===== config.mk =====
export PLATFORM = sky130hd
export DESIGN_NAME = fp_mac_pipe
export DESIGN_NICKNAME = d
export VERILOG_FILES = /design/src/rtl/fp_mac_pipe.sv
export SDC_FILE = /design/constraint.sdc
export NUM_CORES = 1
export LEC_CHECK = 0
export BUFFER_PORTS_ARGS = -buffer_cell sky130_fd_sc_hd__buf_2
export CORE_UTILIZATION = 40
export DETAILED_ROUTE_END_ITERATION = 10
export PLACE_DENSITY = 0.61
export SYNTH_ARGS = -nofsm -noshare
export SYNTH_HDL_FRONTEND = slang
export SYNTH_SLANG_ARGS = --single-unit
export TNS_END_PERCENT = 10

===== constraint.sdc =====
create_clock -name clk -period 15.6 [get_ports clk]
set_clock_uncertainty 0.15 [all_clocks]
set_input_delay 0.78 -clock clk [delete_from_list [all_inputs] [get_ports clk]]
set_output_delay 0.78 -clock clk [all_outputs]
set_load 0.01 [all_outputs]

===== src/rtl/fp_mac_pipe.sv =====
`default_nettype none
// ============================================================================
// Module   : fp_mac_pipe
// Brief    : 3-stage pipelined FP add/sub/mul/mac with accumulator and
//            valid/ready flow control; truncating, no denormals.
// Revision : 1.0
// ============================================================================
module fp_mac_pipe #(
    parameter int EXP_W = 8,
    parameter int M_W   = 7
) (
    input  logic                   clk,
    input  logic                   rst_n,
    input  logic                   in_valid,
    output logic                   in_ready,
    input  logic [1:0]             in_op,
    input  logic                   in_acc_clr,
    input  logic [EXP_W+M_W:0]     in_a,
    input  logic [EXP_W+M_W:0]     in_b,
    output logic                   out_valid,
    input  logic                   out_ready,
    output logic [EXP_W+M_W:0]     out_result,
    output logic [2:0]             out_flags,
    output logic [EXP_W+M_W:0]     acc_value
);

    localparam int W   = 1 + EXP_W + M_W;
    localparam int SW  = M_W + 3;
    localparam int PW  = 2 * M_W + 2;
    localparam int EW  = EXP_W + 2;
    localparam int LZW = $clog2(SW) + 1;

    localparam logic [1:0] c_op_add = 2'b00;
    localparam logic [1:0] c_op_sub = 2'b01;
    localparam logic [1:0] c_op_mul = 2'b10;
    localparam logic [1:0] c_op_mac = 2'b11;

    localparam logic [EXP_W-1:0]    c_exp_ones = '1;
    localparam logic signed [EW-1:0] c_e_zero  = '0;
    localparam logic signed [EW-1:0] c_e_one   = EW'(1);
    localparam logic signed [EW-1:0] c_e_max   = EW'((2 ** EXP_W) - 1);
    localparam logic signed [EW-1:0] c_bias    = EW'((2 ** (EXP_W - 1)) - 1);

    function automatic logic [LZW-1:0] lzc(input logic [SW-1:0] v);
        lzc = LZW'(SW);
        for (int i = 0; i < SW; i++) begin
            if (v[i]) lzc = LZW'(SW - 1 - i);
        end
    endfunction

    logic adv;
    assign adv      = !out_valid || out_ready;
    assign in_ready = adv;

    // ------------------------------------------------------------------
    // Stage 1: capture operands
    // ------------------------------------------------------------------
    logic         r_s1_valid;
    logic [1:0]   r_s1_op;
    logic         r_s1_clr;
    logic [W-1:0] r_s1_a;
    logic [W-1:0] r_s1_b;

    always_ff @(posedge clk or negedge rst_n) begin
        if (!rst_n) begin
            r_s1_valid <= 1'b0;
            r_s1_op    <= '0;
            r_s1_clr   <= 1'b0;
            r_s1_a     <= '0;
            r_s1_b     <= '0;
        end else if (adv) begin
            r_s1_valid <= in_valid;
            if (in_valid) begin
                r_s1_op  <= in_op;
                r_s1_clr <= in_acc_clr;
                r_s1_a   <= in_a;
                r_s1_b   <= (in_op == c_op_sub) ? {~in_b[W-1], in_b[W-2:0]} : in_b;
            end
        end
    end

    // ------------------------------------------------------------------
    // Stage 2: multiplier
    // ------------------------------------------------------------------
    logic [EXP_W-1:0]     w_ea2, w_eb2;
    logic [M_W-1:0]       w_ma2, w_mb2, w_pman;
    logic [PW-1:0]        w_prod;
    logic                 w_msb, w_psign;
    logic signed [EW-1:0] w_pexp;
    logic [W-1:0]         w_p;
    logic                 w_pexc, w_povf, w_pudf;

    assign w_ea2  = r_s1_a[W-2:M_W];
    assign w_eb2  = r_s1_b[W-2:M_W];
    assign w_ma2  = r_s1_a[M_W-1:0];
    assign w_mb2  = r_s1_b[M_W-1:0];
    assign w_prod = {{(M_W+1){1'b0}}, 1'b1, w_ma2} * {{(M_W+1){1'b0}}, 1'b1, w_mb2};
    assign w_msb  = w_prod[PW-1];
    assign w_pman = w_msb ? w_prod[PW-2 -: M_W] : w_prod[PW-3 -: M_W];
    assign w_psign = r_s1_a[W-1] ^ r_s1_b[W-1];
    assign w_pexp = $signed({2'b00, w_ea2}) + $signed({2'b00, w_eb2}) - c_bias
                  + $signed({{(EW-1){1'b0}}, w_msb});

    always_comb begin
        w_p    = {w_psign, {(W-1){1'b0}}};
        w_pexc = 1'b0;
        w_povf = 1'b0;
        w_pudf = 1'b0;
        if (w_ea2 == c_exp_ones || w_eb2 == c_exp_ones) begin
            w_p    = {w_psign, c_exp_ones, {M_W{1'b0}}};
            w_pexc = 1'b1;
        end else if (w_ea2 == '0 || w_eb2 == '0) begin
            w_p = {w_psign, {(W-1){1'b0}}};
        end else if (w_pexp >= c_e_max) begin
            w_p    = {w_psign, c_exp_ones, {M_W{1'b0}}};
            w_povf = 1'b1;
        end else if (w_pexp <= c_e_zero) begin
            w_pudf = 1'b1;
        end else begin
            w_p = {w_psign, w_pexp[EXP_W-1:0], w_pman};
        end
    end

    logic         r_s2_valid;
    logic [1:0]   r_s2_op;
    logic         r_s2_clr;
    logic [W-1:0] r_s2_a, r_s2_b, r_s2_p;
    logic         r_s2_pexc, r_s2_povf, r_s2_pudf;

    always_ff @(posedge clk or negedge rst_n) begin
        if (!rst_n) begin
            r_s2_valid <= 1'b0;
            r_s2_op    <= '0;
            r_s2_clr   <= 1'b0;
            r_s2_a     <= '0;
            r_s2_b     <= '0;
            r_s2_p     <= '0;
            r_s2_pexc  <= 1'b0;
            r_s2_povf  <= 1'b0;
            r_s2_pudf  <= 1'b0;
        end else if (adv) begin
            r_s2_valid <= r_s1_valid;
            if (r_s1_valid) begin
                r_s2_op   <= r_s1_op;
                r_s2_clr  <= r_s1_clr;
                r_s2_a    <= r_s1_a;
                r_s2_b    <= r_s1_b;
                r_s2_p    <= w_p;
                r_s2_pexc <= w_pexc;
                r_s2_povf <= w_povf;
                r_s2_pudf <= w_pudf;
            end
        end
    end

    // ------------------------------------------------------------------
    // Stage 3: add core; acc is read here so chained macs need no bubble
    // ------------------------------------------------------------------
    logic [W-1:0] r_acc;
    logic [W-1:0] w_acc_in, w_op_a, w_op_b;
    logic         w_is_mul;

    assign w_acc_in = r_s2_clr ? '0 : r_acc;
    assign w_is_mul = r_s2_op[1];

    always_comb begin
        w_op_a = r_s2_a;
        w_op_b = r_s2_b;
        case (r_s2_op)
            c_op_mul: begin
                w_op_a = r_s2_p;
                w_op_b = '0;
            end
            c_op_mac: begin
                w_op_a = w_acc_in;
                w_op_b = r_s2_p;
            end
            default: ;
        endcase
    end

    logic [EXP_W-1:0] w_ea3, w_eb3, w_ex, w_ey, w_dexp;
    logic [W-2:0]     w_mag_a, w_mag_b, w_mag_x, w_mag_y;
    logic             w_swap, w_sx, w_sy;
    logic [SW-1:0]    w_sig_x, w_sig_y, w_sig_ys, w_diff, w_nsig;
    logic [SW:0]      w_sum;
    logic [LZW-1:0]   w_lz;
    logic signed [EW-1:0] w_e;
    logic [W-1:0]     w_core_res;
    logic             w_core_ovf, w_core_udf;

    assign w_ea3   = w_op_a[W-2:M_W];
    assign w_eb3   = w_op_b[W-2:M_W];
    assign w_mag_a = (w_ea3 == '0) ? '0 : w_op_a[W-2:0];
    assign w_mag_b = (w_eb3 == '0) ? '0 : w_op_b[W-2:0];
    assign w_swap  = w_mag_b > w_mag_a;
    assign w_mag_x = w_swap ? w_mag_b : w_mag_a;
    assign w_mag_y = w_swap ? w_mag_a : w_mag_b;
    assign w_sx    = w_swap ? w_op_b[W-1] : w_op_a[W-1];
    assign w_sy    = w_swap ? w_op_a[W-1] : w_op_b[W-1];
    assign w_ex    = w_mag_x[W-2:M_W];
    assign w_ey    = w_mag_y[W-2:M_W];
    assign w_sig_x = (w_ex == '0) ? '0 : {1'b1, w_mag_x[M_W-1:0], 2'b00};
    assign w_sig_y = (w_ey == '0) ? '0 : {1'b1, w_mag_y[M_W-1:0], 2'b00};
    assign w_dexp  = w_ex - w_ey;
    assign w_sig_ys = ({{(32-EXP_W){1'b0}}, w_dexp} >= 32'(M_W + 2)) ? '0 : (w_sig_y >> w_dexp);
    assign w_sum   = {1'b0, w_sig_x} + {1'b0, w_sig_ys};
    assign w_diff  = w_sig_x - w_sig_ys;
    assign w_lz    = lzc(w_diff);

    always_comb begin
        w_core_res = '0;
        w_core_ovf = 1'b0;
        w_core_udf = 1'b0;
        w_nsig     = '0;
        w_e        = '0;
        if (w_sx == w_sy) begin
            if (w_ex == '0) begin
                w_core_res = {w_sx & w_sy, {(W-1){1'b0}}};
            end else begin
                if (w_sum[SW]) begin
                    w_nsig = w_sum[SW:1];
                    w_e    = $signed({2'b00, w_ex}) + c_e_one;
                end else begin
                    w_nsig = w_sum[SW-1:0];
                    w_e    = $signed({2'b00, w_ex});
                end
                if (w_e >= c_e_max) begin
                    w_core_res = {w_sx, c_exp_ones, {M_W{1'b0}}};
                    w_core_ovf = 1'b1;
                end else begin
                    w_core_res = {w_sx, w_e[EXP_W-1:0], w_nsig[SW-2 -: M_W]};
                end
            end
        end else if (w_diff != '0) begin
            w_nsig = w_diff << w_lz;
            w_e    = $signed({2'b00, w_ex}) - $signed({{(EW-LZW){1'b0}}, w_lz});
            if (w_e <= c_e_zero) begin
                w_core_res = {w_sx, {(W-1){1'b0}}};
                w_core_udf = 1'b1;
            end else begin
                w_core_res = {w_sx, w_e[EXP_W-1:0], w_nsig[SW-2 -: M_W]};
            end
        end
    end

    logic         w_exc, w_exc_sign;
    logic [W-1:0] w_res;
    logic [2:0]   w_flags;

    always_comb begin
        if (w_is_mul)
            w_exc = r_s2_pexc || (r_s2_op == c_op_mac && w_acc_in[W-2:M_W] == c_exp_ones);
        else
            w_exc = (r_s2_a[W-2:M_W] == c_exp_ones) || (r_s2_b[W-2:M_W] == c_exp_ones);
        w_exc_sign = r_s2_a[W-1] ^ (w_is_mul & r_s2_b[W-1]);
        if (w_exc) begin
            w_res   = {w_exc_sign, c_exp_ones, {M_W{1'b0}}};
            w_flags = 3'b100;
        end else if (w_is_mul && r_s2_povf) begin
            w_res   = r_s2_p;
            w_flags = 3'b010;
        end else begin
            w_res   = w_core_res;
            w_flags = {1'b0, w_core_ovf, w_core_udf | (w_is_mul & r_s2_pudf)};
        end
    end

    always_ff @(posedge clk or negedge rst_n) begin
        if (!rst_n) begin
            out_valid  <= 1'b0;
            out_result <= '0;
            out_flags  <= '0;
            r_acc      <= '0;
        end else if (adv) begin
            out_valid <= r_s2_valid;
            if (r_s2_valid) begin
                out_result <= w_res;
                out_flags  <= w_flags;
                if (r_s2_op == c_op_mac) r_acc <= w_res;
            end
        end
    end

    assign acc_value = r_acc;

    logic w_unused;
    assign w_unused = ^{w_nsig[1:0], w_prod[M_W-1:0]};

endmodule
`default_nettype wire


==> results <==
- The flow ran to the end, and the final reports show no timing, DRC or antenna violations.
- The data arrival time of the critical path is approximately 13 ns.
- The number of synthesized flops with an enable pin is 0.
- The synthesis warning total is 0.
- The top-level I/O count is 76.
- Before antenna repair, the detailed router went through 5 iterations.
- The number of antenna violations at the first check in global routing is 0.
- The via count of the first global-routing pass is around 10000.
- The global-route congestion overflow total is 0.
- The count of nets left with antenna violations after detail routing is 0.
- The routed length per placed instance is around 19 um.
- The commonest register cell after synthesis is dfrtp_1.
- The core area is 29900 um^2.
- The number of sinks driven by the clock tree is 127.
- The die span in x is around 180 um.
- The effective utilization at floorplan is 0.409.
- After technology mapping, the gate count stands at between 1000 and 1500.
- The minimum clock period is 12.48 ns.
- After clock tree synthesis, the setup repair step added 0 buffers.
- The first-pass GRT wire length is 57.5 mm.
- The number of hold buffers added after cts is 0.
- The count of cell types in the netlist is 92.
- The kind of capture point of the worst setup path is a register.
- The reg-to-reg setup timing slack is between 3 and 4 ns.
- The largest net degree at the start of global routing is 77.
- From bottom edge to top edge, the die measures 177 um.
- In this run the worst hold path is classified as in -> async.
- The routed layout has roughly 11000 vias.
- The longest clock path from root to sink contains 2 buffers.
- The initial DRC count is ~900.
- TritonCTS built the clock tree.
- Fill cells in the final layout number 2946.
- The average instance in the mapped netlist occupies 8.36 um^2.
- The floorplan die area is around 31000 um^2.
- In the post-synthesis netlist, the biggest area contributors are dfrtp_1 26%, ha_1 9.1%, fa_1 6.2%, nand2_1 5.8%, mux2_2 4.7%.
- The max-slew violation count is 0.
- From synthesis to final layout, the design area changed by 10.2%.
- Adding up every negative setup slack in the final design gives 0 ns.
- For this run, the register share of the synthesized area comes to 0.260.
- The initialized floorplan defines 63 standard-cell rows.
- nand2_1 is the most common cell in the netlist.
- The critical path in this run is classified as reg -> reg.
- After clock tree synthesis, the clock-pin slew on the worst setup and hold paths is 0.06 ns.
- The delay of the slowest critical-path stage is 0.74 ns.
- The via density per instance is around 5.7.
- In this run the clock root is driven by a clkbuf_16.
- The count of endpoints failing setup in the final report is 0.
- Buffers placed on the I/O ports in this run total 75.
- The highest-delay cell along the critical path is or4_1.
- When the netlist entered floorplanning its net count stood at approximately 1600.
- The hold violation total from the final report is 0.
- The post-detailed-route DRC marker count is 0.
- The number of cells upsized or downsized after cts is 0.
- The startpoint class of the critical path is a register.
- TritonCTS created 17 clock buffers.
- The later pin in the worst-skew pair is clocked with a latency of ~0.42 ns.
- The share of synthesized area in the top cell type comes to 0.260.
- The final wirelength is about 36 mm.
- 0 antenna diodes ended up in the layout.
- The maximum fanout encountered on the critical timing path is 40.
- The detailed placer's ending HPWL is 28.2 mm.
- The part of the cycle the worst path needs is 0.800.
- At the end of the flow, the number of nets in the layout was approximately 1700.
- The number of levels in the clock H-tree is 4.
- Counting instances in the post-synthesis netlist gives the leading cell types as 190 x nand2_1, 127 x dfrtp_1, 113 x nor2_1.
- The netlist area before placement is 12200 um^2.
- The share of async-settable or async-resettable flops after synthesis is 1.00.
- Data on the critical path is required at its endpoint by 15.71 ns.
- Across every metal layer, demand over resource in global routing totals 0.235.
- The ratio of cells with drive above 1 in the final layout is 0.138.
- For the pin with the worst max-slew slack, the measured transition is ~0.94 ns.
- The most used cell along the critical path is o21ai_0.
- The number of max-capacitance violations reported is 0.
- The biggest area contributor in the post-synthesis netlist is dfrtp_1.
- Derived from the worst setup path, the maximum achievable clock frequency is about 80 MHz.
- The relative max-transition margin is 0.367.
- Setup repair after global routing left no endpoint under its margin.
- The flop and latch count out of synthesis is ~130.
- Routability-driven placement finished with a final weighted congestion of about 0.96.
==> worst paths after layout <==
check | start | to | cells past startpoint
worst max register to register | r_s2_op[1]$_DFFE_PN0P_ | out_result[11]$_DFFE_PN0P_ | 48
worst min-delay path | rst_n | r_s1_a[6]$_DFFE_PN0P_ | 1
worst max-delay path | r_s2_op[1]$_DFFE_PN0P_ | out_result[11]$_DFFE_PN0P_ | 48
max in group asynchronous | rst_n | r_s2_p[11]$_DFFE_PN0P_ | 2
worst min register to register | r_s1_clr$_DFFE_PN0P_ | r_s2_clr$_DFFE_PN0P_ | 2
min in group clk | r_s1_clr$_DFFE_PN0P_ | r_s2_clr$_DFFE_PN0P_ | 2
==> critical path, delay by kind of cell (launching register included) <==
kind            cells  cell delay (ns)
fa+ha+maj           5             1.59
simple gates       20             5.37
buf+inv             3             0.63
flops               1             0.61
compound gates     20             3.98
==> cell type report <==
cell class                 count  area, um^2  share of cell area
clock inverter                12         159              0.0118
timing repair buffer          85         453              0.0336
sequential                   127        3180               0.236
inverter                     110         413              0.0307
clock buffer                  19         453              0.0336
tap                          390         488              0.0362
multi-input combinational   1157        8320               0.618
==> layout by cell type (no fill, tap or decap), types with 10 or more instances in the layout <==
master | Yosys | layout
nand2_1 | 190 | 190
dfrtp_1 | 127 | 127
nor2_1 | 113 | 113
inv_1 | 107 | 107
ha_1 | 89 | 89
o21ai_0 | 88 | 88
buf_2 | 14 | 74
a21oi_1 | 71 | 70
mux2_2 | 51 | 51
and2_1 | 50 | 50
fa_1 | 38 | 38
nand2b_1 | 27 | 27
xnor2_1 | 26 | 26
mux2i_1 | 24 | 24
a31oi_1 | 22 | 22
nand4_1 | 21 | 21
a21o_1 | 21 | 21
nor3_1 | 22 | 21
nand3_1 | 20 | 20
clkbuf_16 | 0 | 17
nand3b_1 | 16 | 16
xor2_1 | 16 | 16
nor2b_1 | 14 | 14
o22ai_1 | 12 | 12
o21bai_1 | 11 | 11
buf_4 | 2 | 11
o21ai_1 | 10 | 10
a211oi_1 | 10 | 10
==> metrics by stage <==
step	cells	setup slack (ns)	hold WS, ns	utilization	instance area (um^2)
6_report	1900	3.12	0.233	0.451	13500
3_5_place_dp	1869	3.38	0.315	0.430	12900
4_1_cts	1900	3.32	0.258	0.451	13500
2_1_floorplan	1462	5.03	0.283	-	12200
5_1_grt	1900	2.18	0.283	0.451	13500
3_3_place_gp	1869	3.62	0.314	0.430	12900
==> layer usage <==
layer,GRT usage,vias up,wire [um]
met5,0,-,0
met2,0.377,332,16400
li1,-,5263,-
met4,0.0905,0,1190
met1,0.324,5215,16300
met3,0.0258,62,1570
==> state kept, by name, indices dropped and copies added (netlist names) <==
name	cells
acc_value	16
out_result	16
r_s1_a	16
r_s1_b	16
r_s2_a	16
r_s2_b	16
r_s2_p	16
out_flags	3
r_s1_op	2
r_s2_op	2
out_valid	1
r_s1_clr	1
r_s1_valid	1
r_s2_clr	1
r_s2_pexc	1
r_s2_povf	1
r_s2_pudf	1
r_s2_valid	1
==> kinds of logic after synthesis <==
group / count (synthesis) / synth area share
and+or+nand+nor: 536 / 0.217
AOI/OAI and AO/OA: 374 / 0.208
buffers and inverters: 178 / 0.0598
muxes: 77 / 0.0704
DFF: 127 / 0.260
xor gates and xnor gates: 43 / 0.0314
adders and majority gates: 127 / 0.153
Power is left out: the tool's default activity adds up to more than one toggle a clock period on the data nets, which glitch-free logic cannot reach.
